===== src/rtl/controle_requisicoes.sv =====
// Request sequencer between the UART pair and the DHT11 reader: collects a two-byte
// request, starts sensor reads, returns a two-byte response and runs continuous mode.
module controle_requisicoes #(
   parameter int unsigned TIMEOUT_CICLOS   = 50_000_000,
   parameter int unsigned PERIODO_CONTINUO = 100_000_000
) (
   input  logic       clock,
   input  logic       reset,
   input  logic       rxValido,
   input  logic [7:0] rxByte,
   input  logic       txOcupado,
   output logic       txIniciar,
   output logic [7:0] txByte,
   output logic       sensorIniciar,
   input  logic       sensorPronto,
   input  logic       sensorErro,
   input  logic [7:0] umidade,
   input  logic [7:0] temperatura,
   output logic       ocupado,
   output logic [1:0] modoContinuo
);

   localparam int unsigned TmoW = (TIMEOUT_CICLOS > 2) ? $clog2(TIMEOUT_CICLOS) : 1;
   localparam int unsigned PerW = (PERIODO_CONTINUO > 2) ? $clog2(PERIODO_CONTINUO) : 1;
   localparam logic [TmoW-1:0] TmoMax = TmoW'(TIMEOUT_CICLOS - 1);
   localparam logic [PerW-1:0] PerMax = PerW'(PERIODO_CONTINUO - 1);

   typedef enum logic [3:0] {
      StEsperaCmd,
      StEsperaEnd,
      StDecodifica,
      StDisparaSensor,
      StAguardaSensor,
      StEnviaB0,
      StAguardaTx0,
      StEnviaB1,
      StAguardaTx1
   } estado_e;

   estado_e         estado_q, estado_d;
   logic [7:0]      cmd_q, cmd_d;
   logic [7:0]      end_q, end_d;
   logic [7:0]      codigo_q, codigo_d;
   logic [7:0]      dado_q, dado_d;
   logic [1:0]      modo_q, modo_d;
   logic [TmoW-1:0] tmo_q, tmo_d;
   logic [PerW-1:0] per_q, per_d;
   logic            pend_q, pend_d;
   logic            tx_primeiro_q, tx_primeiro_d;

   logic expira;
   logic tmo_fim;
   logic dispara_auto;

   assign expira       = (modo_q != 2'b00) && (per_q == PerMax);
   assign tmo_fim      = (tmo_q == TmoMax);
   assign dispara_auto = (estado_q == StEsperaCmd) && !rxValido && (expira || pend_q);

   // State register
   always_ff @(posedge clock or posedge reset) begin
      if (reset) begin
         estado_q <= StEsperaCmd;
      end else begin
         estado_q <= estado_d;
      end
   end

   // Next-state logic
   always_comb begin
      estado_d = estado_q;
      case (estado_q)
         StEsperaCmd: begin
            if (rxValido) begin
               estado_d = StEsperaEnd;
            end else if (expira || pend_q) begin
               estado_d = StDisparaSensor;
            end
         end
         StEsperaEnd: begin
            if (rxValido) begin
               estado_d = StDecodifica;
            end else if (tmo_fim) begin
               estado_d = StEsperaCmd;
            end
         end
         StDecodifica: begin
            if ((cmd_q <= 8'h02) && (end_q == 8'h00)) begin
               estado_d = StDisparaSensor;
            end else begin
               estado_d = StEnviaB0;
            end
         end
         StDisparaSensor: estado_d = StAguardaSensor;
         StAguardaSensor: begin
            if (sensorPronto || tmo_fim) begin
               estado_d = StEnviaB0;
            end
         end
         StEnviaB0: begin
            if (!txOcupado) begin
               estado_d = StAguardaTx0;
            end
         end
         StAguardaTx0: begin
            if (!tx_primeiro_q && !txOcupado) begin
               estado_d = StEnviaB1;
            end
         end
         StEnviaB1: begin
            if (!txOcupado) begin
               estado_d = StAguardaTx1;
            end
         end
         StAguardaTx1: begin
            if (!tx_primeiro_q && !txOcupado) begin
               estado_d = StEsperaCmd;
            end
         end
         default: estado_d = StEsperaCmd;
      endcase
   end

   // Datapath registers
   always_ff @(posedge clock or posedge reset) begin
      if (reset) begin
         cmd_q         <= 8'h00;
         end_q         <= 8'h00;
         codigo_q      <= 8'h00;
         dado_q        <= 8'h00;
         modo_q        <= 2'b00;
         tmo_q         <= '0;
         per_q         <= '0;
         pend_q        <= 1'b0;
         tx_primeiro_q <= 1'b0;
      end else begin
         cmd_q         <= cmd_d;
         end_q         <= end_d;
         codigo_q      <= codigo_d;
         dado_q        <= dado_d;
         modo_q        <= modo_d;
         tmo_q         <= tmo_d;
         per_q         <= per_d;
         pend_q        <= pend_d;
         tx_primeiro_q <= tx_primeiro_d;
      end
   end

   always_comb begin
      cmd_d    = cmd_q;
      end_d    = end_q;
      codigo_d = codigo_q;
      dado_d   = dado_q;
      modo_d   = modo_q;
      pend_d   = pend_q;

      // Timeout count restarts whenever a waiting state is entered
      tmo_d = tmo_q;
      if ((estado_q == StEsperaEnd) || (estado_q == StAguardaSensor)) begin
         tmo_d = tmo_q + TmoW'(1);
      end
      if (((estado_d == StEsperaEnd) && (estado_q != StEsperaEnd)) ||
          ((estado_d == StAguardaSensor) && (estado_q != StAguardaSensor))) begin
         tmo_d = '0;
      end

      tx_primeiro_d = ((estado_q == StEnviaB0) || (estado_q == StEnviaB1)) && !txOcupado;

      if (modo_q == 2'b00 || per_q == PerMax) begin
         per_d = '0;
      end else begin
         per_d = per_q + PerW'(1);
      end

      case (estado_q)
         StEsperaCmd: begin
            if (rxValido) begin
               cmd_d = rxByte;
            end else if (expira || pend_q) begin
               cmd_d = (modo_q == 2'b01) ? 8'h01 : 8'h02;
               end_d = 8'h00;
            end
         end
         StEsperaEnd: begin
            if (rxValido) begin
               end_d = rxByte;
            end
         end
         StDecodifica: begin
            dado_d = 8'h00;
            if (cmd_q > 8'h05) begin
               codigo_d = 8'hEF;
            end else if (end_q != 8'h00) begin
               codigo_d = 8'hDF;
            end else begin
               case (cmd_q)
                  8'h03: begin
                     modo_d   = 2'b01;
                     codigo_d = 8'h0C;
                  end
                  8'h04: begin
                     modo_d   = 2'b10;
                     codigo_d = 8'h0D;
                  end
                  8'h05: begin
                     modo_d   = 2'b00;
                     codigo_d = 8'h0A;
                  end
                  default: codigo_d = codigo_q;
               endcase
            end
         end
         StAguardaSensor: begin
            if (sensorPronto) begin
               if (sensorErro) begin
                  codigo_d = 8'h1F;
                  dado_d   = 8'h00;
               end else begin
                  case (cmd_q)
                     8'h01: begin
                        codigo_d = 8'h09;
                        dado_d   = temperatura;
                     end
                     8'h02: begin
                        codigo_d = 8'h08;
                        dado_d   = umidade;
                     end
                     default: begin
                        codigo_d = 8'h00;
                        dado_d   = 8'h00;
                     end
                  endcase
               end
            end else if (tmo_fim) begin
               codigo_d = 8'h1F;
               dado_d   = 8'h00;
            end
         end
         default: ;
      endcase

      // An expiry not consumed right away is remembered until the block is idle again
      if (expira && !dispara_auto) begin
         pend_d = 1'b1;
      end else if (dispara_auto) begin
         pend_d = 1'b0;
      end
      if (modo_d == 2'b00) begin
         pend_d = 1'b0;
      end
   end

   // Outputs
   always_comb begin
      txIniciar     = ((estado_q == StEnviaB0) || (estado_q == StEnviaB1)) && !txOcupado;
      sensorIniciar = (estado_q == StDisparaSensor);
      ocupado       = (estado_q != StEsperaCmd);
      modoContinuo  = modo_q;
      case (estado_q)
         StEnviaB0, StAguardaTx0: txByte = codigo_q;
         StEnviaB1, StAguardaTx1: txByte = dado_q;
         default:                 txByte = 8'h00;
      endcase
   end

endmodule


===== config.mk =====
export PLATFORM = sky130hd
export DESIGN_NAME = controle_requisicoes
export DESIGN_NICKNAME = d
export VERILOG_FILES = /design/src/rtl/controle_requisicoes.sv
export SDC_FILE = /design/constraint.sdc
export NUM_CORES = 1
export LEC_CHECK = 0
export CAP_MARGIN = 30
export CORE_MARGIN = 2
export CORE_UTILIZATION = 55
export DETAILED_ROUTE_END_ITERATION = 16
export PLACE_DENSITY_LB_ADDON = 0.25
export SLEW_MARGIN = 20
export SYNTH_ARGS = -nofsm -noshare
export SYNTH_HDL_FRONTEND = slang
export SYNTH_SLANG_ARGS = --single-unit
export TNS_END_PERCENT = 20

===== constraint.sdc =====
create_clock -name clock -period 8 [get_ports clock]
set_input_delay 1.6 -clock clock [delete_from_list [all_inputs] [get_ports clock]]
set_output_delay 1.6 -clock clock [all_outputs]
set_load 0.03 [all_outputs]

==> summary.md <==
| Metric | Value |
|---|---|
| Status | `finished, final reports clean` |
| Placer Congestion | `just under 0.9` |
| Largest net degree at the start of global routing | `58` |
| Flops & latches, synth | `92` |
| Row cnt | `35` |
| Maximum VDD drop | `149.1 uV` |
| Die H | `99.98 um` |
| CTS tree | `built` |
| Layout Skew | `0.01232 ns` |
| # DRC | `0` |
| Hpwl dp | `~7500 um` |
| First-pass GRT wire length | `17920 um` |
| Number of global-route vias before repair | `3682` |
| Core footprint | `9065 um2` |
| I/O Buffers | `42` |
| Slew margin rel. | `36.59%` |
| DR vias | `3888` |
| FFs w/ async S/R, synth | `100.0%` |
| Initial antenna violation count | `0` |
| Crit path time final | `6.140 ns` |
| Hold Path Depth | `1` |
| Synth Instances | `500` |
| Syn_nets | `532` |
| Clock sink total | `92` |
| XOR/XNOR share of the synthesized area | `8.817%` |
| Fillers | `~750` |
| Actual slew at the worst max-slew pin | `0.9454 ns` |
| WS Path Type | `in2out` |
| GR Util All Layers | `22.27%` |
| Die W | `between 90 and 100 um` |
| LEAKAGE | `2.360 nW` |
| Reg2reg end | `cmd_q[4]$_DFFE_PP0P_` |
| Root buffer selected by CTS | `clkbuf_8` |
| Flop-to-flop setup slack | `around 4.8 ns` |
| Data required, critical path | `6.40 ns` |
| Post-synth EDFFs | `0` |
| Cell variety after synth | `between 60 and 70` |
| CP Launch Point | `sensorPronto` |
| Final Hold Vio Count | `0` |
| Initial Util | `55.89%` |
| DRT iter0 DRCs | `229` |
| Power per Cell Area | `284.8 nW/um2` |
| Clock Pin Slew Worst Setup and Hold Paths | `0.08 ns` |
| Max frequency | `162.9 MHz` |
| Synth Cell Area | `5066 um2` |
| Setup_tns | `0 ns` |
| Sequential area share after synthesis | `45.44%` |
| Layout cell share with drive strength beyond 1 | `13.52%` |
| Max Cap Viol | `0` |
| Clock latency on the worst-skew pair | `around 0.36 ns` |
| Num CTS Buffers | `9` |
| Critical Path AT | `4.54 ns` |
| Cts repair resizes | `0` |
| Sequential cell area | `between 2000 and 2500 um2` |
| Multi-input logic area | `2554 um2` |
| DIE AREA | `9995 um2` |
| Max Buffers Root-to-Sink | `2` |
| Nets | `567` |
| Worst reg2reg path depth | `7` |
| HP Start | `cmd_q[5]$_DFFE_PP0P_` |
| Pins over their slew limit | `0` |
| Final core utilization | `62.82%` |
| Post-Synth Simple-Gate Area | `25.73%` |
| Critical path capture point type | `output pin` |
| Compound-gate portion of the synthesized area | `12.27%` |
| Routed wire length | `10650 um` |
| H-tree depth | `3` |
| Avg Cell Area, Syn | `around 10 um2` |
| Post-synthesis mux area share | `3.087%` |
| Io pins | `43` |
| Synth Area in Adders | `less than 1%` |
| Vias per cell | `5.972` |
| Worst r2r src | `estado_q[0]$_DFF_PP0_` |
| Wirelength per Cell | `16.35 um` |
| Area delta synth->final | `12.40%` |
| Worst hold path type | `reg2reg` |
| Antenna-violating nets left | `0` |
| Pre-antenna DRT Iters | `4` |
| Setup ws final | `1.860 ns` |
| Final setup violation count | `0` |
| Pre-CTS WS | `1.904 ns` |
| Ys flop type | `dfrtp_1` |
| Warnings, synthesis | `0` |
| Post-CTS Setup Inserts | `0` |
| Overflow left after global routing | `0` |
| Crit-path max FO | `27` |
| Antenna diodes | `0` |
| Hold endpoint | `cmd_q[5]$_DFFE_PP0P_` |
| RSZ-0062 raised after global routing | `false` |
| Post-CTS Hold Buffers | `0` |
| CP Launch Type | `primary input` |
| Final Cycle Share | `76.75%` |
| Largest family of logic cells by synthesized area | `simple AND/OR/NAND/NOR gates` |
power breakdown:
| part | internal (mW) | switching (mW) | leakage [nW] |
|---|---|---|---|
| logic | 0.273 | 0.388 | 1.03 |
| registers | 0.543 | 0.107 | 1.23 |
| clock network | 0.145 | 0.165 | 0.101 |
| total | 0.962 | 0.660 | 2.36 |
cells in the final DEF (no fill, tap or decap), types with 3 or more instances in the layout:
cell type,netlist,routed
dfrtp_1,92,92
nor2_1,58,58
nand2_1,44,44
clkdlybuf4s50_1,0,42
xor2_1,27,27
xnor2_1,24,24
o21ai_0,20,20
nor3_1,19,19
nor3_2,19,19
nand3_1,18,18
a22oi_1,16,16
a22o_1,14,14
inv_1,14,13
nand4_1,13,13
mux2_2,13,13
clkbuf_8,0,9
or4_1,7,7
and3_1,6,6
a21oi_1,6,6
nor4_1,5,5
clkinv_2,0,4
buf_4,0,4
and2_1,3,3
nor2b_1,3,3
nand2b_1,3,3
flip-flops by register name, indices dropped and copies added, names as in the netlist:
signal / cells
dado_q: 8
per_q: 27
modoContinuo: 2
cmd_q: 8
end_q: 8
tmo_q: 26
tx_primeiro_q: 1
codigo_q: 7
pend_q: 1
estado_q: 4
cells by family (layout without fill, tap and decap cells):
| family | Yosys count | after routing |
|---|---|---|
| simple gates | 225 | 225 |
| flops | 92 | 92 |
| compound gates | 79 | 79 |
| xor+xnor | 51 | 51 |
| buf+inv | 37 | 77 |
| mux | 14 | 14 |
| fa+ha+maj | 2 | 2 |
worst max-delay path: stages:
cell and delay [ns]:
clkdlybuf4s50_1 0.45, inv_1 0.06, o21ai_0 0.08, a21oi_1 0.65
o311a_1 0.38, and4b_1 0.21, buf_4 0.36, clkdlybuf4s50_1 0.75
cell type report:
type                       count  area share [%]
tap                          111           2.439
inverter                      14          0.9448
clock buffer                  10           2.241
sequential                    92           40.43
clock inverter                 6           1.099
multi-input combinational    371           44.85
timing repair buffer          47           7.998
synthesized netlist by cell type (2+ instances only):
cell type	count	area, um2
nor2b_1	3	18.77
ha_1	2	25.02
and4_1	2	17.52
and2_1	3	18.77
xor2_1	27	236.5
buf_6	5	56.30
a32o_1	2	20.02
clkbuf_1	13	48.80
a22oi_1	16	120.1
buf_12	2	40.04
nand4b_1	2	17.52
buf_1	2	7.510
nor4_1	5	31.28
nand2_1	44	165.2
or4b_4	2	27.53
or4b_1	2	20.02
a21o_1	2	15.01
a22o_1	14	122.6
and3_1	6	37.54
or4_2	2	17.52
mux2_2	13	146.4
inv_1	14	52.55
or4_1	7	52.55
nor2_1	58	217.7
nor3_2	19	190.2
a31o_2	2	17.52
nand4_1	13	81.33
dfrtp_1	92	2302
xnor2_1	24	210.2
or4bb_1	2	22.52
nand3_1	18	90.09
o21ai_0	20	100.1
nand2b_1	3	18.77
or3b_2	2	17.52
a21oi_1	6	30.03
o32a_1	2	20.02
nor3_1	19	95.09
layer usage:
metal | part of all wire (%) | track usage, %
met5 | 0 | 0
met4 | 1.3 | 7.376
met3 | 4.1 | 3.482
met2 | 47 | 34.72
met1 | 48 | 32.11
worst max path at each step:
stage	endpoint	cells past startpoint
final	sensorIniciar	8
after global routing	sensorIniciar	8
after CTS	sensorIniciar	8
after detailed placement	sensorIniciar	8
after global placement	sensorIniciar	8
after floorplan	sensorIniciar	8
stage by stage:
stage / power, mW / cell area, um2 / hold slack [ns] / cells
finish: 1.621 / 5694 / 0.5062 / 651
global route: 1.721 / 5694 / 0.5202 / 651
CTS: 1.625 / 5694 / 0.5046 / 651
detailed placement: 1.317 / 5504 / 0.4832 / 635
global placement: 1.298 / 5492 / 0.4760 / 633
floorplan: 1.188 / 5066 / 0.4502 / 500
No activity file was read; power rests on OpenSTA's default activity.
